===== src/rtl/fdiv_bf16.sv =====
// fdiv_bf16 - iterative bfloat16 divider (result = atdata / btdata).
//
// An 11-step restoring mantissa division followed by round-to-nearest-even.
// Special values and flush-to-zero follow the bf16 multiplier of the same
// datapath: exponent 0 (including denormals) reads as zero, NaN results are
// {sign, FF, 7F}. One operation is in flight at a time; constant latency of
// 13 cycles from accept to result, one accept per 14 cycles.
//
// Ports:
//   clk            in   rising-edge clock
//   rst_n          in   asynchronous active-low reset
//   atdata[15:0]   in   dividend (bf16)
//   a_tvalid       in   dividend valid
//   a_tready       out  dividend ready (high only while idle)
//   btdata[15:0]   in   divisor (bf16)
//   b_tvalid       in   divisor valid
//   b_tready       out  divisor ready (same as a_tready)
//   result_tdata   out  quotient (bf16), zero whenever result_tvalid is low
//   result_tvalid  out  one-cycle pulse per result, no backpressure
module fdiv_bf16 (
  input  logic        clk,
  input  logic        rst_n,
  input  logic [15:0] atdata,
  input  logic        a_tvalid,
  output logic        a_tready,
  input  logic [15:0] btdata,
  input  logic        b_tvalid,
  output logic        b_tready,
  output logic [15:0] result_tdata,
  output logic        result_tvalid
);

  typedef enum logic [1:0] {
    IDLE   = 2'd0,
    UNPACK = 2'd1,
    DIV    = 2'd2,
    ROUND  = 2'd3
  } state_t;

  state_t             state_r;
  state_t             state_s;

  logic [15:0]        a_r;
  logic [15:0]        b_r;
  logic               sy_r;
  logic signed [9:0]  ex_r;
  logic [9:0]         rem_r;
  logic [8:0]         div_r;
  logic [10:0]        q_r;
  logic [3:0]         cnt_r;
  logic               res_nan_r;
  logic               res_inf_r;
  logic               res_zero_r;
  logic [15:0]        result_tdata_r;
  logic               result_tvalid_r;

  logic               accept_s;
  logic               a_zero_s, a_inf_s, a_nan_s;
  logic               b_zero_s, b_inf_s, b_nan_s;
  logic               ge_s;
  logic [9:0]         rem_next_s;
  logic [6:0]         mant_s;
  logic               g_s;
  logic               s_s;
  logic               round_up_s;
  logic [7:0]         mant_inc_s;
  logic signed [9:0]  e_pre_s;
  logic signed [9:0]  e_fin_s;
  logic [6:0]         mant_fin_s;
  logic [15:0]        round_result_s;

  assign accept_s      = a_tvalid & b_tvalid & (state_r == IDLE);
  assign a_tready      = (state_r == IDLE);
  assign b_tready      = (state_r == IDLE);
  assign result_tdata  = result_tdata_r;
  assign result_tvalid = result_tvalid_r;

  // Operand classification; exponent 0 is zero regardless of mantissa.
  always_comb begin
    a_zero_s = (a_r[14:7] == 8'h00);
    a_inf_s  = (a_r[14:7] == 8'hFF) && (a_r[6:0] == 7'h00);
    a_nan_s  = (a_r[14:7] == 8'hFF) && (a_r[6:0] != 7'h00);
    b_zero_s = (b_r[14:7] == 8'h00);
    b_inf_s  = (b_r[14:7] == 8'hFF) && (b_r[6:0] == 7'h00);
    b_nan_s  = (b_r[14:7] == 8'hFF) && (b_r[6:0] != 7'h00);
  end

  // One restoring-division step. The shift cannot lose a set bit: a
  // remainder with bit 9 set is always >= the divisor, so it is reduced
  // below 512 before shifting.
  always_comb begin
    ge_s = (rem_r >= {1'b0, div_r});
    if (ge_s) begin
      rem_next_s = (rem_r - {1'b0, div_r}) << 1;
    end else begin
      rem_next_s = rem_r << 1;
    end
  end

  // Normalisation, round-to-nearest-even and result packing.
  always_comb begin
    if (q_r[10]) begin
      mant_s  = q_r[9:3];
      g_s     = q_r[2];
      s_s     = (|q_r[1:0]) | (|rem_r);
      e_pre_s = ex_r;
    end else begin
      mant_s  = q_r[8:2];
      g_s     = q_r[1];
      s_s     = q_r[0] | (|rem_r);
      e_pre_s = ex_r - 10'sd1;
    end
    round_up_s = g_s & (s_s | mant_s[0]);
    mant_inc_s = {1'b0, mant_s} + {7'd0, round_up_s};
    if (mant_inc_s[7]) begin
      mant_fin_s = 7'd0;
      e_fin_s    = e_pre_s + 10'sd1;
    end else begin
      mant_fin_s = mant_inc_s[6:0];
      e_fin_s    = e_pre_s;
    end
    if (res_nan_r) begin
      round_result_s = {sy_r, 8'hFF, 7'h7F};
    end else if (res_inf_r) begin
      round_result_s = {sy_r, 8'hFF, 7'h00};
    end else if (res_zero_r) begin
      round_result_s = {sy_r, 8'h00, 7'h00};
    end else if (e_fin_s >= 10'sd255) begin
      round_result_s = {sy_r, 8'hFF, 7'h00};
    end else if (e_fin_s <= 10'sd0) begin
      round_result_s = {sy_r, 8'h00, 7'h00};
    end else begin
      round_result_s = {sy_r, e_fin_s[7:0], mant_fin_s};
    end
  end

  // Next-state logic.
  always_comb begin
    state_s = state_r;
    case (state_r)
      IDLE: begin
        if (accept_s) begin
          state_s = UNPACK;
        end else begin
          state_s = IDLE;
        end
      end
      UNPACK: state_s = DIV;
      DIV: begin
        if (cnt_r == 4'd0) begin
          state_s = ROUND;
        end else begin
          state_s = DIV;
        end
      end
      ROUND:   state_s = IDLE;
      default: state_s = IDLE;
    endcase
  end

  // State register.
  always_ff @(posedge clk or negedge rst_n) begin
    if (!rst_n) begin
      state_r <= IDLE;
    end else begin
      state_r <= state_s;
    end
  end

  // Operand latch, unpack and division datapath.
  always_ff @(posedge clk or negedge rst_n) begin
    if (!rst_n) begin
      a_r        <= 16'd0;
      b_r        <= 16'd0;
      sy_r       <= 1'b0;
      ex_r       <= 10'sd0;
      rem_r      <= 10'd0;
      div_r      <= 9'd0;
      q_r        <= 11'd0;
      cnt_r      <= 4'd0;
      res_nan_r  <= 1'b0;
      res_inf_r  <= 1'b0;
      res_zero_r <= 1'b0;
    end else begin
      case (state_r)
        IDLE: begin
          if (accept_s) begin
            a_r <= atdata;
            b_r <= btdata;
          end
        end
        UNPACK: begin
          sy_r       <= a_r[15] ^ b_r[15];
          ex_r       <= $signed({2'b00, a_r[14:7]} - {2'b00, b_r[14:7]} + 10'd127);
          rem_r      <= {3'b001, a_r[6:0]};
          div_r      <= {2'b01, b_r[6:0]};
          q_r        <= 11'd0;
          cnt_r      <= 4'd10;
          res_nan_r  <= a_nan_s | b_nan_s | (a_zero_s & b_zero_s) | (a_inf_s & b_inf_s);
          res_inf_r  <= a_inf_s | b_zero_s;
          res_zero_r <= a_zero_s | b_inf_s;
        end
        DIV: begin
          rem_r <= rem_next_s;
          q_r   <= {q_r[9:0], ge_s};
          cnt_r <= cnt_r - 4'd1;
        end
        ROUND: begin
          cnt_r <= 4'd0;
        end
        default: begin
          cnt_r <= 4'd0;
        end
      endcase
    end
  end

  // Registered outputs: loaded only in ROUND, zero in every other cycle.
  always_ff @(posedge clk or negedge rst_n) begin
    if (!rst_n) begin
      result_tdata_r  <= 16'd0;
      result_tvalid_r <= 1'b0;
    end else if (state_r == ROUND) begin
      result_tdata_r  <= round_result_s;
      result_tvalid_r <= 1'b1;
    end else begin
      result_tdata_r  <= 16'd0;
      result_tvalid_r <= 1'b0;
    end
  end

endmodule


===== config.mk =====
export PLATFORM = sky130hd
export DESIGN_NAME = fdiv_bf16
export DESIGN_NICKNAME = d
export VERILOG_FILES = /design/src/rtl/fdiv_bf16.sv
export SDC_FILE = /design/constraint.sdc
export NUM_CORES = 1
export LEC_CHECK = 0
export CAP_MARGIN = 0
export CORE_MARGIN = 4
export CORE_UTILIZATION = 58
export DETAILED_ROUTE_END_ITERATION = 7
export PLACE_DENSITY = 0.79
export SYNTH_ARGS = -nofsm -noshare
export SYNTH_HDL_FRONTEND = slang
export SYNTH_SLANG_ARGS = --single-unit

===== constraint.sdc =====
create_clock -name clk -period 3.72 [get_ports clk]
set_input_delay 0.744 -clock clk [delete_from_list [all_inputs] [get_ports clk]]
set_output_delay 0.744 -clock clk [all_outputs]
set_load 0.005 [all_outputs]

==> results of run 1 <==
cells in the mapped netlist, types with 12 or more instances:
cell type and count:
nand2_1 45, inv_1 45, o21ai_0 34, nor3_1 15
nor2_1 38, ha_1 26, nand3_1 20, mux2i_1 12
xor2_1 18, a21o_1 12, a21oi_1 28, clkbuf_1 22
dfrtp_1 98, mux2_2 42, xnor2_1 24
flip-flops by register name (all words and copies together), names as in the netlist, 2 cells and up:
signal,cells
div_r,8
a_r,16
cnt_r,4
rem_r,10
state_r,2
ex_r,10
q_r,11
result_tdata,16
b_r,16
through the flow:
stage          hold slack, ns  instances
4_1_cts                 0.338        807
5_1_grt                 0.367        807
3_3_place_gp            0.440        791
2_1_floorplan           0.418        627
6_report                0.330        807
3_5_place_dp            0.443        791
layout make-up:
type                       count  area share (%)
clock buffer                  10            1.98
clock inverter                 6            1.06
inverter                      45            2.43
multi-input combinational    448            48.0
sequential                    98            35.3
tap                          136            2.45
timing repair buffer          64            8.81
what timing repair did:
| action | 4_1_cts | 5_1_grt |
|---|---|---|
| resized for setup | 0 | 2 |
| endpoints found under the setup margin | 0 | 6 |
| endpoints found under the hold margin | 0 | 0 |
worst paths after layout:
| path | depth (start not counted) | slack [ns] | to |
|---|---|---|---|
| worst max-delay path | 10 | 0.27 | result_tdata[6] |
| max in group asynchronous | 2 | 2.58 | q_r[4] |
| worst min register to register | 2 | 0.46 | div_r[7] |
| min in group clk | 2 | 0.46 | div_r[7] |
| worst max register to register | 10 | 0.27 | result_tdata[6] |
| worst min-delay path | 1 | 0.33 | result_tdata[9] |
power by group through the flow:
stage          Sequential (mW)  Combinational (mW)  Clock, mW
4_1_cts                   1.94                3.45      0.752
5_1_grt                   2.02                3.85      0.810
3_5_place_dp              1.96                3.42          0
6_report                  1.95                3.46      0.730
2_1_floorplan             1.74                2.84          0
3_3_place_gp              1.93                3.27          0
cells by family after synthesis:
kind of cell / count (synthesis)
and+or+nand+nor: 185
AOI/OAI and AO/OA: 136
DFF: 98
buffers and inverters: 81
muxes: 55
xor gates and xnor gates: 44
adders and majority gates: 28
metal layers:
metal | vias up | wire (um) | global-route usage (%)
li1 | 2302 | - | -
met1 | 2258 | 5760 | 28.5
met2 | 103 | 6220 | 36.6
met3 | 21 | 543 | 3.66
met4 | 0 | 210 | 6.32
met5 | - | 0 | 0
==> impl_metrics.toml, run 1 <==
[status]
outcome = "finished, final reports clean"

[cts]
root_buffer = "clkbuf_8"
clockBufferDepth = 2
path_clk_slew_ns = 0.10
cts-htree-levels = 3
ctsHoldBuffers = 0
post_cts_buffers = 0
clk_latency_ns = 0.38
tritoncts = "yes"
clock_sinks = 98
cts-buffers-inserted = 9

[pwr]
cellLeakagePower_nw = 2.94
power_frac_clock_pct = 11.9
p_int_mw = 3.44
swShare_pct = 44.0
p_comb_share_pct = 56.4
peakVddDrop_v = 0.000419
total_power_mw = 6.14
p_per_area_nw_per_um2 = 883
seqPwrFrac_pct = 31.8
p_sw_mw = 2.70

[logic_synthesis]
yosysTopAreaCellShare_pct = 40.1
yosys.area.top_type = "dfrtp_1"
syn_avg_cell_area_um2 = 9.76
ys_top_cells_by_area = "dfrtp_1 (40%), mux2_2 (7.7%), ha_1 (5.3%), xnor2_1 (3.4%), o21ai_0 (2.8%)"
synthSimpleGateAreaFrac_pct = 16.6
synthCells = 627
synth-xor-area-share_pct = 6.55
synth_compound_gate_area_share_pct = 15.5
async_flop_share_pct = 100
syn_nets = 691
synth-main-ff-cell = "dfrtp_1"
syn-cell-area_um2 = 6120
synth-seq-cells = 98
synth_edf_count = 0
ys_types = 78
yosys_warnings = 0
synth_top_family_by_area = "simple AND/OR/NAND/NOR gates"
synthAdderAreaFrac_pct = 5.97
ys_seq_area_share_pct = 40.1
synthMuxAreaShare_pct = 9.88

[place]
hpwl_um = 9570
postPlaceCellArea_um2 = 6740
portBuffers = 54
dpl_worst_slack_ns = 0.216
gp_congestion = 0.908

[worst_setup_path]
slowest_stage = "or4_1"
worstPathCellList = "inv_1, ha_1, or3_1, o21ai_1, and4_1, mux2i_1, xor2_2, o31ai_4, or4_1, o31ai_2"
crit_path_start = "ex_r[1]"
r2r-start = "ex_r[1]"
critPathBufInv = 1
startpoint_type = "register"
crit_type = "reg2reg"
path_max_fanout = 8
max_stage_delay_ns = 0.53
cp.arrival_ns = 3.73
end_kind = "register"
cp_top_family = "simple AND/OR/NAND/NOR gates"
critPathRequiredTime_ns = 4.01

[floorplan]
fp.dieArea_um2 = 12300
initial_core_util_pct = 59.5
io_pins = 55
rows = 37
coreArea_um2 = 10300
die_w_um = 111
dieHeight_um = 111

[timing]
rsz0062_at_grt = "no"
relSlewSlack_pct = 27.6
max_freq_mhz = 290
finClkSkew_ns = 0.0176
period_share_pct = 92.7
finalSetupViolations = 0
setup_tns_ns = 0
fin_crit_ns = 3.45
drv_slew = 0
worst_slack_ns = 0.271
max_slew.worst_pin.slew_ns = 1.09
final-hold-violation-count = 0

[detailed_routing]
drtPass1Iterations = 5
drc = 0
wire_per_inst_um = 15.8
via_count = 4684
drt_iter0_drc = 268
viasPerCell = 5.80
ant_nets = 0
routed_wl_um = 12700

[final_layout]
multi_input_area_um2 = 3340
area_delta_synth_final_pct = 13.7
seq_area_um2 = 2450
final_cell_mix = "dfrtp_1 (97), clkdlybuf4s50_1 (53), inv_1 (45), nand2_1 (45), mux2_2 (42)"
antenna_cells = 0
layout.filler_cells = 804
fin_nets = 730
design_area_um2 = 6960
finalCoreUtilization_pct = 67.7
layout_commonest_cell = "dfrtp_1"
drive_above_1_share_pct = 14.5

[global_routing]
grt_max_degree = 42
grt_use_total_pct = 21.6
grt_pass1_wl_um = 22200
gr-total-overflow = 0
antenna_found_initial = 0
grt_pass1_vias = 4731

[job]
drv_cap = 0

[worst_hold_path]
hp-class = "in2async"
(Power assumes the default switching activity.)
==> inputs of run 2 (changes only) <==
--- a/config.mk
+++ b/config.mk
@@ -10,6 +10,7 @@
 export CORE_UTILIZATION = 58
 export DETAILED_ROUTE_END_ITERATION = 7
 export PLACE_DENSITY = 0.79
+export REMOVE_ABC_BUFFERS = 1
 export SYNTH_ARGS = -nofsm -noshare
 export SYNTH_HDL_FRONTEND = slang
 export SYNTH_SLANG_ARGS = --single-unit
==> impl_metrics.toml, run 2 (synthesis gave the netlist of run 1 again) <==
[worst_setup_path]
slowest_stage = "or4_1"
rr_worst_depth = 10
critPathRequiredTime_ns = 4.00
cp_top_family = "simple AND/OR/NAND/NOR gates"
path_max_fanout = 10
worstPathCellList = "inv_1, ha_1, or3_1, o21ai_1, and4_1, mux2i_1, xor2_1, o31ai_4, or4_1, o31ai_2"
crit_type = "reg2reg"
end_kind = "register"
path_depth = 10
crit_path_end = "result_tdata[6]"
startpoint_type = "register"
critPathBufInv = 1
crit_path_start = "ex_r[0]"
cp.arrival_ns = 3.81
max_stage_delay_ns = 0.54
r2r-start = "ex_r[0]"
timing.rr.end = "result_tdata[6]"
reg2reg_slack_ns = 0.19

[cts]
cts.repair.resized = 0
path_clk_slew_ns = 0.09
cts-htree-levels = 3
clk_latency_ns = 0.37
clock_sinks = 98
cts-buffers-inserted = 9
ctsHoldBuffers = 0
post_cts_buffers = 0
tritoncts = "yes"
root_buffer = "clkbuf_8"
clockBufferDepth = 2

[global_routing]
grt_pass1_wl_um = 21200
gr-total-overflow = 0
grt_max_degree = 45
grt_use_total_pct = 20.6
antenna_found_initial = 0
grt_pass1_vias = 4583

[status]
outcome = "finished, final reports clean"

[floorplan]
coreArea_um2 = 10300
fp.dieArea_um2 = 12300
rows = 37
die_w_um = 111
initial_core_util_pct = 59.5
dieHeight_um = 111
io_pins = 55

[detailed_routing]
drc = 0
routed_wl_um = 12300
viasPerCell = 5.74
drtPass1Iterations = 4
wire_per_inst_um = 15.3
drt_iter0_drc = 296
via_count = 4628
ant_nets = 0

[timing]
drv_slew = 0
final-hold-violation-count = 0
rsz0062_at_grt = "no"
finClkSkew_ns = 0.00839
relSlewSlack_pct = 24.7
finalSetupViolations = 0
max_slew.worst_pin.slew_ns = 1.13
setup_tns_ns = 0
max_freq_mhz = 283
fin_crit_ns = 3.53
period_share_pct = 94.9

[pwr]
p_per_area_nw_per_um2 = 876
peakVddDrop_v = 0.000396
cellLeakagePower_nw = 2.93

[final_layout]
layout_commonest_cell = "dfrtp_1"
design_area_um2 = 6920
final_cell_mix = "dfrtp_1 (98), clkdlybuf4s50_1 (53), inv_1 (45), nand2_1 (45), mux2_2 (42)"
fin_nets = 729
area_delta_synth_final_pct = 13.2
drive_above_1_share_pct = 13.7
antenna_cells = 0

[place]
gp_congestion = 0.899
portBuffers = 54
postPlaceCellArea_um2 = 6730
hpwl_um = 9370

[job]
drv_cap = 0

[worst_hold_path]
hp-class = "in2async"
## run 2: changes by cell type in the layout (fill, tap and decap cells not counted), sizes merged
cell      delta
clkbuf       +2
buf          -1
clkinvlp     -1
inv          -1
## run 2: area by class of cell
class                   instances  area (um2)
clock inverters                 4        51.3
flip-flops and latches         98        2450
fillers                       844        3350
repair buffers                 63         606
clock buffers                  12         145
inverters                      45         169
multi-input cells             448        3330
well taps                     136         170
## run 2: how the worst min path moves through the flow
stage | start | to | slack, ns
3_5_place_dp | div_r[7] | div_r[7] | 0.46
5_1_grt | rst_n | cnt_r[1] | 0.40
6_report | rst_n | cnt_r[1] | 0.36
3_3_place_gp | div_r[7] | div_r[7] | 0.44
4_1_cts | rst_n | cnt_r[1] | 0.37
2_1_floorplan | div_r[7] | div_r[7] | 0.42
## run 2: power breakdown
part / internal (mW) / switching (mW)
Clock: 0.330 / 0.372
Sequential: 1.47 / 0.477
Combinational: 1.63 / 1.78
Total: 3.44 / 2.63
## run 2: metrics by stage
stage	worst slack [ns]	util, %	instances	hold WS (ns)	power, mW
after floorplan	0.302	-	591	0.418	4.50
after global placement	0.417	65.5	790	0.445	5.19
after detailed placement	0.222	65.5	790	0.463	5.36
after CTS	0.202	67.4	806	0.370	6.08
after global routing	0.0715	67.4	806	0.401	6.58
final	0.191	67.4	806	0.359	6.06
## run 2: metal layers
layer / vias to the layer above / wire length (um) / GRT usage, %
met5: - / 0 / 0
met2: 90 / 6150 / 35.6
li1: 2296 / - / -
met3: 15 / 461 / 2.62
met4: 0 / 167 / 7.31
met1: 2227 / 5520 / 26.6
